`config.mk`:
```
export PLATFORM = sky130hd
export DESIGN_NAME = env_gate_seq
export DESIGN_NICKNAME = d
export VERILOG_FILES = /design/src/rtl/env_seq_pkg.sv /design/src/rtl/env_tick_div.sv /design/src/rtl/env_gate_seq.sv
export SDC_FILE = /design/constraint.sdc
export NUM_CORES = 1
export LEC_CHECK = 0
export CAP_MARGIN = 40
export CORE_ASPECT_RATIO = 0.6
export CORE_UTILIZATION = 45
export DETAILED_ROUTE_END_ITERATION = 10
export GPL_ROUTABILITY_DRIVEN = 0
export PLACE_DENSITY_LB_ADDON = 0.12
export SETUP_SLACK_MARGIN = 0.1
export SYNTH_ARGS = -nofsm -noshare
export SYNTH_HDL_FRONTEND = slang
export SYNTH_HIERARCHICAL = 1
export SYNTH_SLANG_ARGS = --single-unit
```
`constraint.sdc`:
```
create_clock -name clk -period 5.6 [get_ports clk]
set_input_delay 1.12 -clock clk [delete_from_list [all_inputs] [get_ports clk]]
set_output_delay 1.12 -clock clk [all_outputs]
set_load 0.01 [all_outputs]
```
`src/rtl/env_seq_pkg.sv`:
```
// Shared definitions for the envelope gate sequencer and the ADSR top level:
// FSM state encoding and default widths.
package env_seq_pkg;

  typedef enum logic [1:0] {
    ST_IDLE     = 2'd0,
    ST_ON       = 2'd1,
    ST_OFF      = 2'd2,
    ST_WAIT_REL = 2'd3
  } seq_state_e;

  localparam int N_STEPS_DEF   = 8;
  localparam int NBIT_STEP_DEF = 3;
  localparam int NBIT_DUR_DEF  = 8;
  localparam int NBIT_DIV_DEF  = 16;

endpackage

```
`src/rtl/env_tick_div.sv`:
```
// Tempo prescaler: counts 0..tick_div and flags the terminal count as a tick.
// clr_i restarts the count so each sequencer phase begins on a full tick period.
module env_tick_div #(
  parameter int nbit_div = 16
) (
  input  logic                clk,
  input  logic                rst,
  input  logic                clr_i,
  input  logic [nbit_div-1:0] tick_div_i,
  output logic                tick_o
);

  logic [nbit_div-1:0] cnt_q;
  logic [nbit_div-1:0] cnt_d;

  assign tick_o = (cnt_q == tick_div_i);

  always_comb begin
    cnt_d = cnt_q + 1'b1;
    if (clr_i || tick_o) begin
      cnt_d = '0;
    end
  end

  always_ff @(posedge clk) begin
    if (rst) begin
      cnt_q <= '0;
    end else begin
      cnt_q <= cnt_d;
    end
  end

endmodule

```
`src/rtl/env_gate_seq.sv`:
```
// Step sequencer driving the ADSR gate from a table of per-step on/off tick
// durations, with optional hold-off until the envelope finishes its release.
//
// state    | meaning
// ---------+--------------------------------------------------------------
// IDLE     | stopped, gate low, step 0 selected
// ON       | gate high, dur_q counts remaining on-ticks of the step
// OFF      | gate low, dur_q counts remaining off-ticks (0 = single cycle)
// WAIT_REL | gate low, holding the next step until env_vout_i drops
module env_gate_seq
  import env_seq_pkg::*;
#(
  parameter int n_steps   = N_STEPS_DEF,
  parameter int nbit_step = NBIT_STEP_DEF,
  parameter int nbit_dur  = NBIT_DUR_DEF,
  parameter int nbit_div  = NBIT_DIV_DEF
) (
  input  logic                 clk,
  input  logic                 rst,
  input  logic                 run_i,
  input  logic                 wait_rel_i,
  input  logic [nbit_step-1:0] last_step_i,
  input  logic [nbit_div-1:0]  tick_div_i,
  input  logic                 wr_en_i,
  input  logic [nbit_step-1:0] wr_addr_i,
  input  logic [nbit_dur-1:0]  wr_on_i,
  input  logic [nbit_dur-1:0]  wr_off_i,
  input  logic                 env_vout_i,
  output logic                 gate_o,
  output logic [nbit_step-1:0] step_idx_o,
  output logic                 step_stb_o,
  output logic                 busy_o
);

  logic [nbit_dur-1:0]  tab_on_q  [n_steps];
  logic [nbit_dur-1:0]  tab_off_q [n_steps];

  seq_state_e           state_q;
  logic [nbit_dur-1:0]  dur_q;
  logic [nbit_dur-1:0]  off_q;
  logic [nbit_step-1:0] idx_q;
  logic                 gate_q;
  logic                 stb_q;

  logic                 tick;
  logic                 clr;
  logic                 dur_last;
  logic                 off_done;
  logic                 hold_rel;
  logic                 start;
  logic                 on_end;
  logic                 advance;
  logic [nbit_step-1:0] nxt_idx;
  logic [nbit_step-1:0] load_idx;

  env_tick_div #(
    .nbit_div (nbit_div)
  ) u_tick_div (
    .clk        (clk),
    .rst        (rst),
    .clr_i      (clr),
    .tick_div_i (tick_div_i),
    .tick_o     (tick)
  );

  // A zero off-duration finishes without waiting for a tick, giving the
  // envelope exactly one low cycle.
  always_comb begin
    dur_last = (dur_q == nbit_dur'(1));
    off_done = (dur_q == '0) || (tick && dur_last);
    hold_rel = wait_rel_i && env_vout_i;
    nxt_idx  = (idx_q >= last_step_i) ? '0 : idx_q + 1'b1;
    start    = (state_q == ST_IDLE);
    on_end   = (state_q == ST_ON) && tick && dur_last;
    advance  = ((state_q == ST_OFF) && off_done && !hold_rel) ||
               ((state_q == ST_WAIT_REL) && !env_vout_i);
    load_idx = start ? '0 : nxt_idx;
    clr      = !run_i || start || advance || on_end;
  end

  always_ff @(posedge clk) begin
    if (rst) begin
      state_q <= ST_IDLE;
      dur_q   <= '0;
      off_q   <= '0;
      idx_q   <= '0;
      gate_q  <= 1'b0;
      stb_q   <= 1'b0;
      for (int i = 0; i < n_steps; i++) begin
        tab_on_q[i]  <= '0;
        tab_off_q[i] <= '0;
      end
    end else begin
      if (wr_en_i) begin
        tab_on_q[wr_addr_i]  <= wr_on_i;
        tab_off_q[wr_addr_i] <= wr_off_i;
      end
      stb_q <= 1'b0;
      if (!run_i) begin
        state_q <= ST_IDLE;
        dur_q   <= '0;
        off_q   <= '0;
        idx_q   <= '0;
        gate_q  <= 1'b0;
      end else if (start || advance) begin
        // Both durations are captured here so later table writes cannot
        // stretch or shorten the step already playing.
        idx_q <= load_idx;
        stb_q <= 1'b1;
        off_q <= tab_off_q[load_idx];
        if (tab_on_q[load_idx] != '0) begin
          state_q <= ST_ON;
          gate_q  <= 1'b1;
          dur_q   <= tab_on_q[load_idx];
        end else begin
          state_q <= ST_OFF;
          gate_q  <= 1'b0;
          dur_q   <= tab_off_q[load_idx];
        end
      end else begin
        case (state_q)
          ST_ON: begin
            if (on_end) begin
              state_q <= ST_OFF;
              gate_q  <= 1'b0;
              dur_q   <= off_q;
            end else if (tick) begin
              dur_q <= dur_q - 1'b1;
            end
          end
          ST_OFF: begin
            if (off_done) begin
              state_q <= ST_WAIT_REL;
            end else if (tick) begin
              dur_q <= dur_q - 1'b1;
            end
          end
          default: begin
          end
        endcase
      end
    end
  end

  assign gate_o     = gate_q;
  assign step_idx_o = idx_q;
  assign step_stb_o = stb_q;
  assign busy_o     = (state_q != ST_IDLE);

endmodule

```
==> flow_metrics.py, run 1 <==
metrics = {
    "outcome": {
        "status": "finished clean",
    },
    "die": {
        "die_w_um": 178,
        "fp.dieH_um": 108,
        "row_count": 38,
        "design.core.area_mm2": 0.0181,
        "floorplan.initialDensity_pct": 46.1,
        "pin_count": 50,
        "dieArea_mm2": 0.0191,
    },
    "sta": {
        "finalSetupViolations": 0,
        "fin_crit_sh_pct": 72.8,
        "rsz0062_at_grt": "no",
        "finalClockSkew_ps": 13.1,
        "period_needed_ps": 4080,
        "slew_headroom_pct": 37.4,
        "tightest_slew_ps": 939,
        "fmax_mhz": 245,
        "hold_viol": 0,
        "slew_violations": 0,
        "hold_ws_ps": 499,
        "final.setup.tns_ps": 0,
    },
    "critical_path": {
        "worstPathArrival_ps": 4400,
        "cp_max_fo": 18,
        "criticalPathCategory": "input port to register",
        "crit_required_ps": 5930,
        "worst_setup_path_end_kind": "register",
        "start_kind": "input port",
    },
    "route": {
        "drt_wl_total_mm": 21.1,
        "antenna_left": 0,
        "drt_iter0_markers": 686,
        "wire_per_inst_um": 21.0,
        "viasPerCell": 5.74,
        "vias": 5772,
        "dr.pass1.iters": 5,
        "drc": 0,
    },
    "clock_network": {
        "root_buffer": "clkbuf_16",
        "post-cts-setup-buffers": 0,
        "numCtsBuffers": 17,
        "cts_resized": 0,
        "cts_hold_buf": 0,
        "clockBufferDepth": 2,
        "cts_tree": "built",
        "cts.clk_slew.worst_paths_ps": 70,
        "clk_latency_ps": 430,
        "clock-sinks": 167,
        "h-tree-depth": 4,
    },
    "logic_synthesis": {
        "synth-seq-cells": 167,
        "syn_avg_cell_area_um2": 12.0,
        "netlist_instances": 696,
        "yosys.area.top_type_share_pct": 46.0,
        "ys_warn_count": 6,
        "ys.flop_type": "edfxtp_1",
        "syn_nets": 752,
        "yosysTopAreaCell": "edfxtp_1",
        "syn_area_mm2": 0.00835,
        "synth_seq_area_share_pct": 55.4,
        "synthArstFlopShare_pct": 0,
        "synth_edf_count": 128,
        "ys_types": 66,
        "synth_area_leaders": "edfxtp_1, and2_1, dfxtp_1",
    },
    "worst_hold_path": {
        "hold_class": "register to register",
    },
    "final_layout": {
        "drive_gt1_share_pct": 11.1,
        "post-route-util_pct": 53.8,
        "area_growth_pct": 16.8,
        "post_layout_nonfiller_instances": 1005,
        "layout_common_cells": "and2_1, edfxtp_1, clkdlybuf4s50_1",
        "insertedDiodeCount": 0,
        "mostFrequentLayoutCell": "and2_1",
        "layout.nets": 808,
    },
    "global_route": {
        "grt_usage_pct": 23.6,
        "grt_max_degree": 27,
        "gr-total-overflow": 0,
        "grt_pass1_vias": 5468,
        "grt_pass1_wl_mm": 32.8,
        "antenna_found_initial": 0,
    },
    "placed_design": {
        "io_buffers": 49,
        "dp_cells": 973,
        "post-dp-hpwl_mm": 14.1,
    },
    "power_and_ir_drop": {
        "ir_drop_mv": 0.142,
        "power.density_mw_per_mm2": 303,
        "p_leak_nw": 3.38,
    },
    "run": {
        "maxCapViolCount": 0,
    },
}
==> final timing paths <==
kind	start	end	slack, ps	depth (start not counted)
min	off_q[3]$_SDFFE_PP0N_	off_q[3]$_SDFFE_PP0N_	500	2
max	last_step_i[2]	dur_q[7]$_SDFFE_PP0P_	1520	11
max reg2reg	step_idx_o[0]$_SDFFE_PP0N_	dur_q[7]$_SDFFE_PP0P_	1550	11
min reg2reg	off_q[3]$_SDFFE_PP0N_	off_q[3]$_SDFFE_PP0N_	500	2
==> kinds of logic (layout without fill, tap and decap cells) <==
kind of cell | count (synthesis) | after routing | share of synthesized area (%)
and+or+nand+nor | 290 | 290 | 19.6
DFF | 167 | 167 | 55.4
AOI/OAI and AO/OA | 100 | 100 | 8.91
buffers and inverters | 47 | 116 | 2.50
muxes | 45 | 45 | 8.15
xor gates and xnor gates | 35 | 35 | 3.67
adders and majority gates | 12 | 12 | 1.80
==> metal layers <==
layer | vias to the layer above | wire length, µm | part of all wire [%] | global-route usage (%)
met4 | 0 | 154 | 0.73 | 5.37
li1 | 2665 | - | - | -
met5 | - | 0 | 0 | 0
met2 | 224 | 8730 | 41 | 32.1
met3 | 18 | 1680 | 7.9 | 4.87
met1 | 2865 | 10600 | 50 | 37.8
==> sequential cells by signal (all words and copies together), names as in the netlist <==
name	cells
dur_q	8
gate_o	1
off_q	8
state_q	2
step_idx_o	3
step_stb_o	1
tab_off_q	64
tab_on_q	64
u_tick_div/cnt_q	16
==> power breakdown <==
| group | switching, W | internal, W | leakage, nW |
|---|---|---|---|
| logic | 0.000188 | 0.000136 | 1.53 |
| registers | 0.0000278 | 0.00140 | 1.54 |
| clock network | 0.000472 | 0.000726 | 0.305 |
==> worst max-delay path: stages <==
cell and delay, ps:
clkdlybuf4s50_1 460, inv_1 50, ha_1 350, a211oi_4 380, o211ai_4 170, buf_12 200
o311ai_0 350, nand3_1 200, or4_4 560, or2_4 280, o32ai_1 270
==> synth_stat cells, drive strengths merged (12+ instances only) <==
library cell  number
a211oi            13
a21oi             19
and2             131
clkbuf            19
dfxtp             39
edfxtp           128
ha                12
inv               16
mux2i             26
mux4              16
nand2             35
nand4             12
nor2              41
nor3              21
o21ai             20
xnor2             29
==> through the flow <==
| step | cell area [µm²] | worst slack, ps | total power, W |
|---|---|---|---|
| 2_1_floorplan | 8350 | 1740 | 0.00164 |
| 3_3_place_gp | 9110 | 1100 | 0.00177 |
| 3_5_place_dp | 9140 | 1100 | 0.00178 |
| 4_1_cts | 9750 | 1540 | 0.00296 |
| 5_1_grt | 9750 | 1160 | 0.00305 |
| 6_report | 9750 | 1520 | 0.00295 |
==> final cells by class <==
| type | count | area [µm²] |
|---|---|---|
| fillers | 1505 | 8360 |
| flip-flops and latches | 167 | 4620 |
| multi-input cells | 482 | 3520 |
| repair buffers | 67 | 636 |
| clock buffers | 25 | 551 |
| well taps | 240 | 300 |
| inverters | 17 | 63.8 |
| clock inverters | 7 | 58.8 |
No activity file was read; power rests on OpenSTA's default activity.
==> run 2: changes to the inputs <==
==> constraint.sdc (replaced) <==
create_clock -name clk -period 3.4 [get_ports clk]
set_input_delay 0.68 -clock clk [delete_from_list [all_inputs] [get_ports clk]]
set_output_delay 0.68 -clock clk [all_outputs]
set_load 0.01 [all_outputs]
==> flow_metrics.py, run 2 (synthesized netlist as in run 1, its figures left out) <==
metrics = {
    "outcome": {
        "status": "finished clean",
    },
    "route": {
        "drt_wl_total_mm": 21.1,
        "wire_per_inst_um": 20.2,
        "drc": 0,
        "dr.pass1.iters": 8,
        "vias": 5886,
        "viasPerCell": 5.63,
        "drt_iter0_markers": 564,
        "antenna_left": 0,
    },
    "sta": {
        "tightest_slew_ps": 719,
        "slew_violations": 0,
        "fmax_mhz": 314,
        "fin_crit_sh_pct": 93.7,
        "finalSetupViolations": 0,
        "rsz0062_at_grt": "no",
        "finalClockSkew_ps": 12.1,
        "period_needed_ps": 3190,
        "hold_viol": 0,
        "slew_headroom_pct": 51.6,
    },
    "critical_path": {
        "start_kind": "input port",
        "cp_max_fo": 6,
        "max_stage_delay_ps": 610,
        "r2r_slack_ps": 390,
        "crit_required_ps": 3740,
        "path_cells": "clkdlybuf4s50_1 > inv_1 > ha_4 > nand2_1 > o21ai_0 > a311o_1 > nand4_1 > or4_4 > or2_4 > o32ai_2",
        "worst_setup_path_end_kind": "register",
        "worstPathArrival_ps": 3520,
        "criticalPathCategory": "input port to register",
        "worst_path_max_delay_cell": "or4_4",
    },
    "global_route": {
        "grt_usage_pct": 23.6,
        "grt_max_degree": 24,
        "grt_pass1_vias": 5531,
        "antenna_found_initial": 0,
        "grt_pass1_wl_mm": 32.7,
        "gr-total-overflow": 0,
    },
    "final_layout": {
        "reg.largest.list": "tab_off_q x64, tab_on_q x64, u_tick_div/cnt_q x16",
        "n_fill_cell": 1473,
        "layout_common_cells": "and2_1, edfxtp_1, buf_4",
        "post-route-util_pct": 55.6,
        "layout.nets": 848,
        "regArea_mm2": 0.00462,
        "final_area_mm2": 0.0101,
        "drive_gt1_share_pct": 16.5,
        "multi_input_area_mm2": 0.00356,
        "insertedDiodeCount": 0,
        "area_growth_pct": 20.5,
        "mostFrequentLayoutCell": "and2_1",
    },
    "placed_design": {
        "post-dp-hpwl_mm": 14.8,
        "io_buffers": 49,
        "post_dp_cell_area_mm2": 0.00945,
    },
    "clock_network": {
        "cts.clk_slew.worst_paths_ps": 60,
        "cts_tree": "built",
        "cts_hold_buf": 0,
        "clk_latency_ps": 430,
        "clockBufferDepth": 2,
        "root_buffer": "clkbuf_16",
        "clock-sinks": 167,
        "numCtsBuffers": 17,
        "h-tree-depth": 4,
    },
    "power_and_ir_drop": {
        "ir_drop_mv": 0.342,
        "p_leak_nw": 3.55,
        "power.density_mw_per_mm2": 478,
    },
    "die": {
        "floorplan.initialDensity_pct": 46.1,
        "die_w_um": 178,
        "pin_count": 50,
        "design.core.area_mm2": 0.0181,
        "fp.dieH_um": 108,
        "dieArea_mm2": 0.0191,
        "row_count": 38,
    },
    "run": {
        "maxCapViolCount": 0,
    },
    "worst_hold_path": {
        "hold_class": "register to register",
    },
}
run 2: metal layers:
| layer | GRT usage [%] | vias to the layer above | routed length [µm] |
|---|---|---|---|
| met3 | 4.94 | 28 | 1470 |
| met4 | 6.59 | 0 | 267 |
| met1 | 36.5 | 2877 | 10500 |
| li1 | - | 2747 | - |
| met2 | 32.9 | 234 | 8840 |
| met5 | 0 | - | 0 |
run 2: power breakdown:
| group | internal (W) | switching [W] |
|---|---|---|
| Sequential | 0.00231 | 0.0000484 |
| Combinational | 0.000280 | 0.000325 |
| Clock | 0.00103 | 0.000818 |
run 2: repair_timing:
action / in CTS / in global routing
endpoints found under the setup margin: 1 / 10
setup buffers: 1 / 0
pin swaps: 1 / 3
gates resized for setup: 2 / 6
run 2: final timing paths:
kind / startpoint / to / depth (start not counted)
hold / removal: gate_o$_SDFFE_PP0P_ / gate_o$_SDFFE_PP0P_ / 1
setup / recovery: last_step_i[2] / dur_q[7]$_SDFFE_PP0P_ / 10
hold reg to reg: gate_o$_SDFFE_PP0P_ / gate_o$_SDFFE_PP0P_ / 1
setup reg to reg: step_idx_o[0]$_SDFFE_PP0N_ / dur_q[7]$_SDFFE_PP0P_ / 10
run 2: worst max-delay path: cells and delay by family:
family | cells | cell delay [ps]
simple gates | 4 | 1190
compound gates | 3 | 840
buf+inv | 2 | 520
fa+ha+maj | 1 | 290
run 2: layout make-up:
cell class,instances,share of cell area [%]
Clock inverter,12,0.870
Timing Repair Buffer,107,9.48
Inverter,17,0.634
Sequential cell,167,45.9
Tap cell,240,2.98
Multi-Input combinational cell,482,35.3
Clock buffer,20,4.76
run 2: through the flow:
stage	hold WS [ps]	setup slack, ps	setup TNS (ps)	total power, W	instances
finish	512	214	0	0.00481	1045
global placement	493	-252	-2790	0.00298	1012
detailed placement	498	-351	-3650	0.00299	1012
floorplan	475	148	0	0.00271	696
global route	546	106	0	0.00499	1045
CTS	507	109	0	0.00482	1045
==> run 3: changes to the inputs <==
--- a/config.mk
+++ b/config.mk
@@ -5,6 +5,7 @@
 export SDC_FILE = /design/constraint.sdc
 export NUM_CORES = 1
 export LEC_CHECK = 0
+export ABC_CLOCK_PERIOD_IN_PS = 3400
 export CAP_MARGIN = 40
 export CORE_ASPECT_RATIO = 0.6
 export CORE_UTILIZATION = 45
==> results of run 3 <==
The final DEF is identical to that of run 2; final timing and power are the same.
